`src/rtl/func_seq_pkg.sv`:
```
// Shared types for the func_seq beat sequencer: function codes, beats,
// FSM states and the action strobe bundle.
package func_seq_pkg;

  localparam int FW = 3;

  typedef logic [FW-1:0] fcode_t;

  localparam fcode_t F_JMP  = 3'd0;
  localparam fcode_t F_JRP  = 3'd1;
  localparam fcode_t F_LDN  = 3'd2;
  localparam fcode_t F_STO  = 3'd3;
  localparam fcode_t F_SUB  = 3'd4;
  localparam fcode_t F_SUB2 = 3'd5;
  localparam fcode_t F_CMP  = 3'd6;
  localparam fcode_t F_STOP = 3'd7;

  typedef logic [1:0] beat_t;

  localparam beat_t B_SCAN1  = 2'd0;
  localparam beat_t B_SCAN2  = 2'd1;
  localparam beat_t B_DECODE = 2'd2;
  localparam beat_t B_ACTION = 2'd3;

  typedef enum logic [2:0] {
    S_IDLE,
    S_SCAN1,
    S_SCAN2,
    S_DECODE,
    S_ACTION
  } state_t;

  typedef struct packed {
    logic ci_load;
    logic ci_add;
    logic acc_ldn;
    logic acc_sub;
    logic st_write;
    logic ci_inc;
  } act_t;

  function automatic beat_t beat_of(state_t s);
    beat_t b;
    b = B_SCAN1;
    unique case (s)
      S_SCAN2:  b = B_SCAN2;
      S_DECODE: b = B_DECODE;
      S_ACTION: b = B_ACTION;
      default:  b = B_SCAN1;
    endcase
    return b;
  endfunction

endpackage

```
`src/rtl/func_seq_if.sv`:
```
// Staticisor rails, run/key inputs and strobe outputs of func_seq.
// kcc exists only when SINGLE_STEP_EN is defined.
interface func_seq_if #(
  parameter int W = 3
);

  logic [0:W-1] i1;
  logic [0:W-1] i0;
  logic         run;
  logic         acc_neg;
`ifdef SINGLE_STEP_EN
  logic         kcc;
`endif
  logic [1:0]   beat;
  logic         ci_inc;
  logic         pi_load;
  logic         ci_load;
  logic         ci_add;
  logic         acc_ldn;
  logic         acc_sub;
  logic         st_write;
  logic         halt;
  logic         rail_err;

  modport master (
`ifdef SINGLE_STEP_EN
    output kcc,
`endif
    output i1, i0, run, acc_neg,
    input  beat, ci_inc, pi_load, ci_load, ci_add,
    input  acc_ldn, acc_sub, st_write, halt, rail_err
  );

  modport slave (
`ifdef SINGLE_STEP_EN
    input  kcc,
`endif
    input  i1, i0, run, acc_neg,
    output beat, ci_inc, pi_load, ci_load, ci_add,
    output acc_ldn, acc_sub, st_write, halt, rail_err
  );

endinterface

```
`src/rtl/func_seq_decode.sv`:
```
// Combinational map from function code and accumulator sign to the
// one-hot ACTION strobes.
module func_decode
  import func_seq_pkg::*;
(
  input  fcode_t f,
  input  logic   acc_neg,
  output act_t   act
);

  always_comb begin
    act = '0;
    unique case (1'b1)
      (f == F_JMP):  act.ci_load  = 1'b1;
      (f == F_JRP):  act.ci_add   = 1'b1;
      (f == F_LDN):  act.acc_ldn  = 1'b1;
      (f == F_STO):  act.st_write = 1'b1;
      (f == F_SUB),
      (f == F_SUB2): act.acc_sub  = 1'b1;
      (f == F_CMP):  act.ci_inc   = acc_neg;
      default: ;
    endcase
  end

endmodule

```
`src/rtl/func_seq.sv`:
```
// Four-beat instruction sequencer (SCAN1/SCAN2/DECODE/ACTION).
// Optional single-step key under SINGLE_STEP_EN.
module func_seq
  import func_seq_pkg::*;
#(
  parameter int INSTR_F_BITS = 3
) (
  input logic       clk,
  input logic       rst,
  func_seq_if.slave bus
);

  state_t state;
  state_t nxt;
  beat_t  beat_q;
  beat_t  beat_d;
  fcode_t f_q;
  fcode_t f_in;
  logic   run_q;
  logic   err_q;
  logic   rail_bad;
  logic   run_rise;
  logic   kcc_rise;
  logic   step_q;
  act_t   dec;
  act_t   act;

  // Rails are indexed [0:N-1] with bit 0 as the code LSB.
  always_comb begin
    f_in     = '0;
    rail_bad = 1'b0;
    for (int k = 0; k < INSTR_F_BITS; k++) begin
      f_in[k]  = bus.i1[k];
      rail_bad = rail_bad | (bus.i1[k] == bus.i0[k]);
    end
  end

  assign run_rise = bus.run & ~run_q;

`ifdef SINGLE_STEP_EN
  logic kcc_q;
  logic step_d;

  assign kcc_rise = bus.kcc & ~kcc_q;

  always_ff @(posedge clk or posedge rst) begin
    if (rst) begin
      kcc_q  <= 1'b1;
      step_q <= 1'b0;
    end else begin
      kcc_q  <= bus.kcc;
      step_q <= step_d;
    end
  end

  always_comb begin
    step_d = step_q;
    if (state == S_IDLE && !err_q) begin
      if (run_rise)      step_d = 1'b0;
      else if (kcc_rise) step_d = 1'b1;
    end
  end
`else
  assign kcc_rise = 1'b0;
  assign step_q   = 1'b0;
`endif

  always_comb begin
    nxt = state;
    unique case (state)
      S_IDLE:
        if (!err_q && (run_rise || kcc_rise))
          nxt = S_SCAN1;
      S_SCAN1:  nxt = S_SCAN2;
      S_SCAN2:  nxt = S_DECODE;
      S_DECODE: nxt = rail_bad ? S_IDLE : S_ACTION;
      S_ACTION:
        if (f_q == F_STOP || !bus.run || step_q)
          nxt = S_IDLE;
        else
          nxt = S_SCAN1;
      default:  nxt = S_IDLE;
    endcase
  end

  // beat keeps its last value while idle.
  assign beat_d = (nxt == S_IDLE) ? beat_q : beat_of(nxt);

  always_ff @(posedge clk or posedge rst) begin
    if (rst) begin
      state  <= S_IDLE;
      beat_q <= B_SCAN1;
      f_q    <= '0;
      run_q  <= 1'b1;
      err_q  <= 1'b0;
    end else begin
      state  <= nxt;
      beat_q <= beat_d;
      run_q  <= bus.run;
      if (state == S_DECODE) begin
        f_q <= f_in;
        if (rail_bad) err_q <= 1'b1;
      end
    end
  end

  func_decode u_dec (
    .f       (f_q),
    .acc_neg (bus.acc_neg),
    .act     (dec)
  );

  assign act = (state == S_ACTION) ? dec : '0;

  assign bus.beat     = beat_q;
  assign bus.ci_inc   = (state == S_SCAN1) | act.ci_inc;
  assign bus.pi_load  = (state == S_SCAN2);
  assign bus.ci_load  = act.ci_load;
  assign bus.ci_add   = act.ci_add;
  assign bus.acc_ldn  = act.acc_ldn;
  assign bus.acc_sub  = act.acc_sub;
  assign bus.st_write = act.st_write;
  assign bus.halt     = (state == S_IDLE);
  assign bus.rail_err = err_q;

endmodule

```
`src/flat_wrapper.sv`:
```
// flat-port wrapper written by rule: the top's interface ports become plain ports
module func_seq_flat import func_seq_pkg::*;
#(
  parameter int INSTR_F_BITS = 3
)
  (clk, rst, bus_i1, bus_i0, bus_run, bus_acc_neg, bus_beat, bus_ci_inc, bus_pi_load, bus_ci_load, bus_ci_add, bus_acc_ldn, bus_acc_sub, bus_st_write, bus_halt, bus_rail_err);
  func_seq_if #(.W(3)) bus_i ();
  input logic clk;
  input logic rst;
  input wire logic [$bits(bus_i.i1)-1:0] bus_i1;
  input wire logic [$bits(bus_i.i0)-1:0] bus_i0;
  input wire logic [$bits(bus_i.run)-1:0] bus_run;
  input wire logic [$bits(bus_i.acc_neg)-1:0] bus_acc_neg;
  output wire logic [$bits(bus_i.beat)-1:0] bus_beat;
  output wire logic [$bits(bus_i.ci_inc)-1:0] bus_ci_inc;
  output wire logic [$bits(bus_i.pi_load)-1:0] bus_pi_load;
  output wire logic [$bits(bus_i.ci_load)-1:0] bus_ci_load;
  output wire logic [$bits(bus_i.ci_add)-1:0] bus_ci_add;
  output wire logic [$bits(bus_i.acc_ldn)-1:0] bus_acc_ldn;
  output wire logic [$bits(bus_i.acc_sub)-1:0] bus_acc_sub;
  output wire logic [$bits(bus_i.st_write)-1:0] bus_st_write;
  output wire logic [$bits(bus_i.halt)-1:0] bus_halt;
  output wire logic [$bits(bus_i.rail_err)-1:0] bus_rail_err;
  assign bus_i.i1 = bus_i1;
  assign bus_i.i0 = bus_i0;
  assign bus_i.run = bus_run;
  assign bus_i.acc_neg = bus_acc_neg;
  assign bus_beat = bus_i.beat;
  assign bus_ci_inc = bus_i.ci_inc;
  assign bus_pi_load = bus_i.pi_load;
  assign bus_ci_load = bus_i.ci_load;
  assign bus_ci_add = bus_i.ci_add;
  assign bus_acc_ldn = bus_i.acc_ldn;
  assign bus_acc_sub = bus_i.acc_sub;
  assign bus_st_write = bus_i.st_write;
  assign bus_halt = bus_i.halt;
  assign bus_rail_err = bus_i.rail_err;
  func_seq #(.INSTR_F_BITS(INSTR_F_BITS)) u_core (.clk(clk), .rst(rst), .bus(bus_i));
endmodule
```
`config.mk`:
```
export PLATFORM = sky130hd
export DESIGN_NAME = func_seq_flat
export DESIGN_NICKNAME = d
export VERILOG_FILES = /design/src/rtl/func_seq_pkg.sv /design/src/rtl/func_seq_if.sv /design/src/rtl/func_seq_decode.sv /design/src/rtl/func_seq.sv /design/src/flat_wrapper.sv
export SDC_FILE = /design/constraint.sdc
export NUM_CORES = 1
export LEC_CHECK = 0
export CAP_MARGIN = 20
export CORE_MARGIN = 2
export CORE_UTILIZATION = 45
export DETAILED_ROUTE_END_ITERATION = 16
export PLACE_DENSITY = 0.82
export SYNTH_ARGS = -nofsm -noshare
export SYNTH_HDL_FRONTEND = slang
export SYNTH_HIERARCHICAL = 1
export SYNTH_SLANG_ARGS = --single-unit
```
`constraint.sdc`:
```
create_clock -name clk -period 2 [get_ports clk]
set_input_delay 0.4 -clock clk [delete_from_list [all_inputs] [get_ports clk]]
set_output_delay 0.4 -clock clk [all_outputs]
set_load 0.01 [all_outputs]
```
# Word-level counts from Yosys, hierarchy flattened

Cells that the tools add are included.

Eq/ne operators: 17
Multiplexer cells: 12
Bitwise logic cells: 5
Reductions and logical operators: 9

Operator list:

| kind                                                            | count |
|---|---|
| 3-bit by 2-bit == test with 1-bit output, second input constant | 6 |
| 3-bit == test, second input constant                            | 6 |
| 3-bit case mux with 5 select lines                              | 1 |
| 3-bit logical NOT                                               | 3 |
| 1-bit 2-to-1 mux                                                | 7 |
| 3-bit by 1-bit == test with 1-bit output, second input constant | 2 |
| 3-bit 2-to-1 mux                                                | 2 |
| 6-bit 2-to-1 mux                                                | 1 |
| 2-bit case mux with 3 select lines                              | 1 |
| 1-bit == test                                                   | 3 |
| 1-bit OR                                                        | 3 |
| 1-bit logical NOT                                               | 2 |
| 2-bit AND reduction                                             | 1 |
| 2-bit OR reduction                                              | 1 |
| 1-bit bitwise AND                                               | 1 |
| 1-bit logical AND                                               | 1 |
| 1-bit logical OR                                                | 1 |
| 1-bit inverter                                                  | 1 |

Bits in registers: 10
Bits of input ports: 10
Output and inout bits: 11
Word-level logic and storage cells: 48

# Logic depth before layout (Yosys ltp)

Depth after elaboration: 7
Depth in mapped cells: 5
Depth with buffers taken out: 3

# By module

The synthesis kept the hierarchy.

By module, submodules not included:

| module      | instances | cells an instance | area an instance (um^2) | seq. area each (um^2) |
|---|---|---|---|---|
| func_seq    | 1         | 51                | 591.8                   | 251.5 |
| func_decode | 1         | 6                 | 48.8                    | 0.0 |

# Least setup slack after synthesis

No wires, ideal clock.

Path kind: register -> output
From: reg u_core.f_q[0]
To: out bus_ci_inc
Arrival time: 941 ps
Required time: 1600 ps
Setup slack: 659 ps
Stages on the path, launching flop included: 4
Buffers on the path: 0
Path through: dfrtp_1 and4b_1 nand3b_1 a21oi_1

RTL lines:

| item                     | RTL line           | RTL |
|---|---|---|
| start: declaration       | func_seq.sv:17     | `fcode_t f_q;` |
| start signal: assignment | func_seq.sv:101    | `f_q <= f_in;` |
| end: declaration         | flat_wrapper.sv:15 | `output wire logic [$bits(bus_i.ci_inc)-1:0] bus_ci_inc;` |

==> flow_metrics.tcl <==
set metrics [dict create \
    clkTransAtPathRegs_ns 0.07 \
    synth_commonest_cells "dfrtp_1, and2_1, nor3b_1" \
    crit_start "bus_acc_neg" \
    die-area_sq_mm 0.001741 \
    drv_slew 0 \
    hold_violations 0 \
    firstDrtPassIters 4 \
    synth-main-ff-cell "dfrtp_1" \
    die_h_microns 41.73 \
    antenna_left 0 \
    syn2layout_area_growth_pct 49.80 \
    holdCritPathClass "input port to async pin" \
    synth_area_sq_um 640.6 \
    diodes 0 \
    grt_pass1_vias 480 \
    syn_avg_cell_area_sq_um 11.24 \
    cts_made_buffers 3 \
    powerDensity_mw_per_mm2 1233 \
    dp_hpwl_microns 933.2 \
    clk_latency_ns 0.26 \
    finalSetupViolations 0 \
    setup-tns-final_ns 0 \
    nets 99 \
    grt_setup_unrepaired "no" \
    drive_gt1_frac 0.3636 \
    drt_iter0_drc 19 \
    grtUsageTotal 0.1729 \
    grt.overflow.total 0 \
    cp-endpoint "bus_ci_inc" \
    ios 21 \
    endpoint_kind "output port" \
    cp-start-kind "input port" \
    num_rows 13 \
    critPathArrivalTime_ns 1.51 \
    synth.area.top_cells "dfrtp_1, mux2_4, and2_1" \
    yosysMostFrequentCell "dfrtp_1" \
    viasPerCell 4.981 \
    crit_fanout 1 \
    r2r_start "u_core/state[2]" \
    clock_path_buffers 2 \
    yosysSeqAreaShare 0.3926 \
    r2r_cells 3 \
    post-route-min-period_ns 1.906 \
    ff2ff_setup_slack_ns 0.51 \
    timing.final.crit_share 0.9531 \
    p_leak_uw 0.0004714 \
    wl_per_cell_microns 13.05 \
    fin_worst_skew_ns 0.0006751 \
    slew_headroom 0.7478 \
    start_util 0.4862 \
    cap_viol_max_count 0 \
    gp_congestion 0.7181 \
    cts_tree "yes" \
    synth_cell_types 30 \
    utilization 0.7284 \
    cts_hold_buf 0 \
    peakVddDrop_mv 0.5979 \
    synth_fp_nets 67 \
    post-route-drc-count 0 \
    antenna_found_initial 0 \
    portBuffers 20 \
    vias 513 \
    cts_sinks 10 \
    htree_levels 1 \
    tightest_slew_ns 0.3778 \
    path_class "input port to output port" \
    async_flop_share 1.000 \
    die_w_microns 41.73 \
    netlist_instances 57 \
    status "finished clean" \
    required_ns 1.60 \
    reg2reg_to "u_core/f_q[2]" \
    max_freq_mhz 524.6 \
    synth_area_leader_cell "dfrtp_1" \
    whs_ns 0.4030 \
    core_area_sq_mm 0.001318 \
    synth_edf_count 0 \
    synth_seq_cells 10 \
    netlist.area_leader.share 0.3516 \
    yosys_warnings 6 \
    drt-total-wl_mm 1.344 \
    root_buffer "clkbuf_4" \
    grt_max_degree 11 \
    grt_pass1_wl_mm 2.208 \
]
sequential cells by signal, indices dropped and copies added, names as in the netlist:
signal,cells
u_core/state,3
u_core/run_q,1
u_core/bus.rail_err,1
u_core/f_q,3
u_core/bus.beat,2
worst max-delay path, cell delays in order:
cell and delay (ns):
clkdlybuf4s50_1 0.45, and4b_1 0.18, nand3b_1 0.07, a21oi_1 0.13, dlygate4sd2_1 0.27
cell type report:
cell class / instances / area, sq um
clock buffers: 4 / 36.28
fillers: 99 / 357.8
multi-input cells: 41 / 372.9
inverters: 3 / 11.26
repair buffers: 30 / 265.3
flip-flops and latches: 10 / 255.2
well taps: 15 / 18.77
where the power goes:
| group | leakage [uW] | internal [uW] | total (uW) | switching (uW) |
|---|---|---|---|---|
| Clock | 0.0000210 | 111 | 183 | 72.5 |
| Combinational | 0.000339 | 378 | 615 | 237 |
| Sequential | 0.000112 | 285 | 385 | 100 |
metrics by stage:
stage | cells | total power [uW] | setup slack, ns | cell area, sq um
final | 103 | 1183 | 0.09389 | 959.7
after global routing | 103 | 1272 | 0.02226 | 959.7
after CTS | 99 | 1120 | -0.01631 | 920.9
after detailed placement | 92 | 900.8 | -0.1941 | 854.6
after global placement | 92 | 885.0 | -0.1793 | 854.6
after floorplan | 57 | 721.6 | 0.6589 | 640.6
placed cells by master (no fill, tap or decap), drive strengths merged:
master,instances
a211oi,1
nor3,2
dlygate4sd2,4
dlymetal6s2s,2
dfstp,1
clkbuf,6
and3b,2
o21bai,1
and3,1
dfrtp,9
clkdlybuf4s50,12
nand2b,1
buf,10
and2b,1
xnor2,1
inv,3
nand3,2
nor3b,5
a21o,2
o21ba,1
xor2,3
nor2,1
nand4,1
and4b,1
a41oi,1
and2,6
mux2,3
nor4,1
nand3b,1
or2,1
a21oi,2
cells by family (layout without fill, tap and decap cells):
group | after synthesis | count (layout) | synth area share
AND/OR/NAND/NOR | 26 | 26 | 0.3223
flip-flops | 10 | 10 | 0.3926
AO/OA/AOI/OAI | 8 | 8 | 0.09961
buffers and inverters | 6 | 37 | 0.06054
XOR/XNOR | 4 | 4 | 0.05470
multiplexers | 3 | 3 | 0.07031
how the worst min path moves through the flow:
stage,start,end,slack [ns],cells after the start
after detailed placement,u_core/bus.rail_err,u_core/bus.rail_err,0.47,1
after CTS,rst,u_core/bus.rail_err,0.40,2
after floorplan,rst,u_core/bus.beat[0],0.24,1
final,rst,u_core/bus.rail_err,0.40,2
after global placement,u_core/bus.rail_err,u_core/bus.rail_err,0.47,1
after global routing,rst,u_core/f_q[0],0.44,2
per-layer routing:
layer / share of wire / vias to the layer above / global-route usage
met4: 0.010 / 0 / 0.1161
met2: 0.49 / 11 / 0.2625
met5: 0 / - / 0
li1: - / 260 / -
met3: 0.028 / 2 / 0.02609
met1: 0.47 / 240 / 0.2253
what timing repair did:
item,4_1_cts,5_1_grt
endpoints found under the setup margin,8,4
resized for setup,11,8
setup buffers,3,4
pin swaps,1,1
No activity file was read; power rests on OpenSTA's default activity.
